<file path="src/rtl/work_dispatcher.sv">
// rtl/work_dispatcher.sv - assembles host work frames, dispatches jobs to the miner core, returns found nonces
module work_dispatcher #(
  parameter int          START_PULSE = 4,
  parameter logic [23:0] RX_GAP      = 24'd1000000
) (
  input  logic         clk,
  input  logic         rst,
  input  logic [7:0]   rx_data,
  input  logic         rx_valid,
  output logic [255:0] midstate,
  output logic [95:0]  data2,
  output logic         start_mining,
  input  logic         miner_busy,
  input  logic         got_ticket,
  input  logic [31:0]  golden_nonce,
  output logic [7:0]   tx_data,
  output logic         tx_valid,
  input  logic         tx_ready
);

  localparam logic [2:0] S_IDLE  = 3'd0;
  localparam logic [2:0] S_START = 3'd1;
  localparam logic [2:0] S_ARM   = 3'd2;
  localparam logic [2:0] S_MINE  = 3'd3;
  localparam logic [2:0] S_TX    = 3'd4;

  localparam logic [7:0] PULSE_LAST = 8'(START_PULSE - 1);

  logic [2:0]   state;
  logic [5:0]   byte_cnt;
  logic [23:0]  gap_cnt;
  logic [255:0] shadow_mid, mid_next;
  logic [95:0]  shadow_d2, d2_next;
  logic         frame_done, pending, ticket_q, ticket_edge;
  logic         tx_last_hs, launch;
  logic [7:0]   pulse_cnt;
  logic [31:0]  tx_shift;
  logic [1:0]   tx_cnt;

  // Shadow contents including the byte arriving this cycle, so a completing
  // byte can be dispatched on the same edge it is received.
  always_comb begin
    mid_next = shadow_mid;
    d2_next  = shadow_d2;
    if (rx_valid) begin
      if (byte_cnt < 6'd32)
        mid_next[{~byte_cnt[4:0], 3'b000} +: 8] = rx_data;
      else if (byte_cnt >= 6'd52)
        d2_next[{~byte_cnt, 3'b000} +: 8] = rx_data;
    end
  end

  assign frame_done  = rx_valid && (byte_cnt == 6'd63);
  assign ticket_edge = got_ticket && !ticket_q;
  assign tx_last_hs  = tx_valid && tx_ready && (tx_cnt == 2'd3);
  assign launch      = (state == S_TX) ? (tx_last_hs && (pending || frame_done)) : frame_done;

  always_ff @(posedge clk or posedge rst) begin
    if (rst) begin
      byte_cnt   <= '0;
      gap_cnt    <= '0;
      shadow_mid <= '0;
      shadow_d2  <= '0;
    end else if (rx_valid) begin
      byte_cnt   <= byte_cnt + 6'd1;
      gap_cnt    <= '0;
      shadow_mid <= mid_next;
      shadow_d2  <= d2_next;
    end else if (gap_cnt != RX_GAP) begin
      gap_cnt <= gap_cnt + 24'd1;
    end else if (byte_cnt != 6'd0) begin
      byte_cnt <= '0;
    end
  end

  always_ff @(posedge clk or posedge rst) begin
    if (rst) begin
      state        <= S_IDLE;
      pending      <= 1'b0;
      ticket_q     <= 1'b0;
      midstate     <= '0;
      data2        <= '0;
      start_mining <= 1'b0;
      pulse_cnt    <= '0;
      tx_valid     <= 1'b0;
      tx_data      <= '0;
      tx_shift     <= '0;
      tx_cnt       <= '0;
    end else begin
      ticket_q <= got_ticket;
      if (launch) begin
        midstate     <= mid_next;
        data2        <= d2_next;
        state        <= S_START;
        start_mining <= 1'b1;
        pulse_cnt    <= PULSE_LAST;
        pending      <= 1'b0;
        tx_valid     <= 1'b0;
      end else begin
        case (state)
          S_IDLE: ;
          S_START: begin
            if (pulse_cnt == 8'd0) begin
              start_mining <= 1'b0;
              state        <= S_ARM;
            end else begin
              pulse_cnt <= pulse_cnt - 8'd1;
            end
          end
          // A ticket left high from the previous job is not an edge here.
          S_ARM: if (miner_busy) state <= S_MINE;
          S_MINE: begin
            if (ticket_edge) begin
              tx_shift <= golden_nonce;
              tx_data  <= golden_nonce[31:24];
              tx_valid <= 1'b1;
              tx_cnt   <= 2'd0;
              state    <= S_TX;
            end else if (!miner_busy) begin
              state <= S_IDLE;
            end
          end
          S_TX: begin
            if (frame_done) pending <= 1'b1;
            if (tx_valid && tx_ready) begin
              if (tx_cnt == 2'd3) begin
                tx_valid <= 1'b0;
                state    <= S_IDLE;
              end else begin
                tx_shift <= {tx_shift[23:0], 8'h00};
                tx_data  <= tx_shift[23:16];
                tx_cnt   <= tx_cnt + 2'd1;
              end
            end
          end
          default: state <= S_IDLE;
        endcase
      end
    end
  end

endmodule

</file>
<file path="config.mk">
export PLATFORM = sky130hd
export DESIGN_NAME = work_dispatcher
export DESIGN_NICKNAME = d
export VERILOG_FILES = /design/src/rtl/work_dispatcher.sv
export SDC_FILE = /design/constraint.sdc
export NUM_CORES = 2
export LEC_CHECK = 0
export ABC_AREA = 1
export BUFFER_PORTS_ARGS = -buffer_cell sky130_fd_sc_hd__clkbuf_2
export CORE_MARGIN = 4
export CORE_UTILIZATION = 40
export CTS_BUF_LIST = sky130_fd_sc_hd__clkbuf_16
export DETAILED_ROUTE_END_ITERATION = 10
export GPL_TIMING_DRIVEN = 0
export SYNTH_ARGS = -nofsm -noshare
export SYNTH_HDL_FRONTEND = slang
export SYNTH_SLANG_ARGS = --single-unit
export TNS_END_PERCENT = 5
</file>
<file path="constraint.sdc">
create_clock -name clk -period 72.6 [get_ports clk]
set_input_delay 3.63 -clock clk [delete_from_list [all_inputs] [get_ports clk]]
set_output_delay 3.63 -clock clk [all_outputs]
set_load 0.01 [all_outputs]
</file>
==> flow_summary.ini <==
[placed_design]
port_buffers = 407
pre_cts_slack_ns = 65.91
placed_area_mm2 = 0.0385
dp_hpwl_um = 90800
gp_congestion = 0.939

[logic_synthesis]
synth_edf_count = 0
ys_warn_count = 0
synthFlopType = dfrtp_1
synth-xor-area-share = 0.00151
synthCells = 4194
synth_compound_area_frac = 0.0442
ys_seq_elements = 783
synth_top_family_by_area = simple AND/OR/NAND/NOR gates
synthArstFlopShare = 1.00
synthSimpleGateAreaFrac = 0.312
muxShareOfSynthArea = 0.000287
syn_area_mm2 = 0.0348
synth_cell_type_count = 39
synth_fa_ha_area_frac = 0.00323
syn_nets = 4249
yosysSeqAreaShare = 0.562
syn_area_per_cell_um2 = 8.31

[drt]
detail_route.wl_per_cell_um = 20.7
drcViolationCount = 0
first_pass_iters = 6
drt_wl_total_um = 122000
vias_per_cell = 5.06
num_vias = 29900
drt_iter0_markers = 2990
ant_nets = 0

[clock_tree]
clk_pin_slew_ns = 0.06
numCtsBuffers = 86
post_cts_resized = 0
clkSinkCount = 783
postCtsHoldBufs = 0
tritoncts = built
cts-root-buf = clkbuf_16
post_cts_buffers = 0
htree_levels = 3
clk_path_buf_depth = 3
clk_latency_ns = 0.66

[timing]
timing.setup.tns_ns = 0
setup_ws_ns = 66.45
slew_viol_final = 0
setup_viol = 0
rsz0062_at_grt = false
timing_hold_violations_final = 0
fmax_ghz = 0.163
finalClockSkew_ns = 0.0376
worst_slew_pin_slew_ns = 1.32
min_period_ns = 6.15
relSlewSlack = 0.118
finalCritPeriodShare = 0.0847

[critical_path]
worst_path_max_delay_cell = nor2_1
r2r_start = byte_cnt[1]
cp_num_buf_inv = 4
slowest_delay_ns = 0.69
critPathLaunch = rx_data[0]
required_ns = 73.15
path_max_fanout = 9
crit_path_start_kind = input port
critPathCaptureType = flop
path_class = input port to flop
worstPathArrival_ns = 6.70
crit_family = simple AND/OR/NAND/NOR gates
path_cells = clkbuf_2 > clkinv_1 > nor2_1 > inv_1 > nor2_1 > inv_1 > nand2_1 > o21ai_0 > o21ai_0

[floorplan]
num_rows = 107
die-width_um = 303
start_util = 0.406
num_io_pins = 408
fp.coreArea_mm2 = 0.0858
dieArea_mm2 = 0.0919
die_h_um = 303

[finish]
finish.utilization = 0.481
syn2layout_area_growth_pct = 18.5
drive_gt1_frac = 0.153
fin_nets = 4751
fillers = 8463
final_area_mm2 = 0.0413

[worst_hold_path]
hp-class = flop to flop
min-delay-start = shadow_d2[61]

[global_routing]
grt_pass1_wl_um = 181000
gr-total-overflow = 0
grt_max_degree = 128
grt_usage = 0.264
grt_pass1_vias = 28700
antenna_found_initial = 12

[pwr]
p_seq_frac = 0.427
internal_power_uw = 905
leakagePower_nw = 20.7
pwr-share-comb = 0.253
power_frac_clock = 0.320
switching_share = 0.336
ir_worst_vdd_mv = 0.0205
p_sw_uw = 458
power_mw = 1.36
p_per_area_mw_per_mm2 = 33.0

[run_status]
status = finished clean

[flow_run]
cap_violations = 0
Yosys cell counts, types with 2 or more instances:
master    count  area (um2)
a21oi_1      26         130
and2_1      194        1210
buf_1         9        33.8
buf_2        91         455
buf_4        20         150
clkbuf_1     55         206
clkinv_1      4        15.0
dfrtp_1     783       19600
ha_1          9         113
inv_1       455        1710
inv_2        21        78.8
nand2_1    1520        5710
nand2_2      15        93.8
nand3_1     461        2310
nand3_2       5        50.1
nand3b_1      4        30.0
nand4_1      73         457
nand4_2       2        25.0
nor2_1      144         541
nor2_2       22         138
nor2_4       10         113
nor3_1       30         150
o211ai_1      9        67.6
o21a_1       82         616
o21ai_0     110         551
o21ai_1       7        35.0
o21bai_1     17         128
xor2_1        5        43.8
flip-flops by register name, indices dropped and copies added (netlist names), 2 cells and up:
register	count
tx_cnt	2
gap_cnt	24
data2	96
state	3
shadow_mid	256
midstate	256
byte_cnt	6
pulse_cnt	8
tx_data	8
shadow_d2	96
tx_shift	24
tightest hold or removal path: cells and delay by family, from the launching register on:
kind / cells / cell delay [ns]
flip-flops: 1 / 0.32
AND/OR/NAND/NOR: 2 / 0.12
routing by layer:
metal  track usage  up-vias  wire length (um)
met4         0.110       12              5260
met5             0        -                69
met2         0.411     1128             55200
met3        0.0606      240             10300
met1         0.357    14400             51300
li1              -    14100                 -
final cells by class:
cell class / instances / area (um2) / area share
clock inverters: 64 / 513 / 0.0124
multi-input cells: 2754 / 12600 / 0.305
well taps: 1144 / 1430 / 0.0347
plain buffers: 176 / 857 / 0.0208
flip-flops and latches: 783 / 19600 / 0.474
repair buffers: 414 / 2230 / 0.0540
diodes: 7 / 17.5 / 0.000424
clock buffers: 90 / 2250 / 0.0545
inverters: 481 / 1820 / 0.0440
stage by stage:
step           cells  hold slack, ns
5_1_grt         5906           0.486
4_1_cts         5906           0.471
3_3_place_gp    5745           0.452
2_1_floorplan   4194           0.438
3_5_place_dp    5752           0.459
6_report        5913           0.471
power groups by stage:
stage	sequential, mW	clock [mW]	combinational, mW
global placement	0.591	0	0.332
floorplan	0.594	0	0.211
global route	0.592	0.460	0.384
finish	0.582	0.436	0.345
CTS	0.582	0.442	0.342
detailed placement	0.589	0	0.340
placed cells by master (no fill, tap or decap), types with 2 or more instances in the layout:
cell type / n
dfrtp_1: 783
nand4_2: 2
inv_2: 21
nand3b_1: 4
clkinv_2: 20
clkinv_1: 19
o21a_1: 82
clkbuf_16: 90
buf_1: 9
nand3_2: 5
inv_1: 471
buf_16: 7
clkbuf_2: 407
o21ai_1: 7
o21ai_0: 110
o21bai_1: 17
o211ai_1: 9
and2_1: 194
ha_1: 9
buf_4: 20
nor2_1: 144
nor2_2: 22
nand4_1: 73
clkbuf_1: 55
nand3_1: 461
nor2_4: 10
bufinv_16: 8
a21oi_1: 26
nand2_1: 1520
xor2_1: 5
diode_2: 7
buf_2: 91
nand2_2: 15
nor3_1: 30
logic make-up after synthesis:
logic type,after synthesis
flip-flops,783
AO/OA/AOI/OAI,253
multiplexers,1
adder cells (fa/ha/maj),9
XOR/XNOR,6
AND/OR/NAND/NOR,2485
buffers and inverters,657
final timing paths:
path | to | slack [ns] | cells past startpoint
min in group asynchronous | midstate[250] | 3.06 | 2
setup / recovery | midstate[144] | 66.45 | 9
hold reg to reg | shadow_d2[61] | 0.47 | 2
max in group asynchronous | data2[53] | 67.59 | 5
hold / removal | shadow_d2[61] | 0.47 | 2
setup reg to reg | data2[8] | 68.66 | 11
Note: power is estimated with default switching activity, not from simulation.
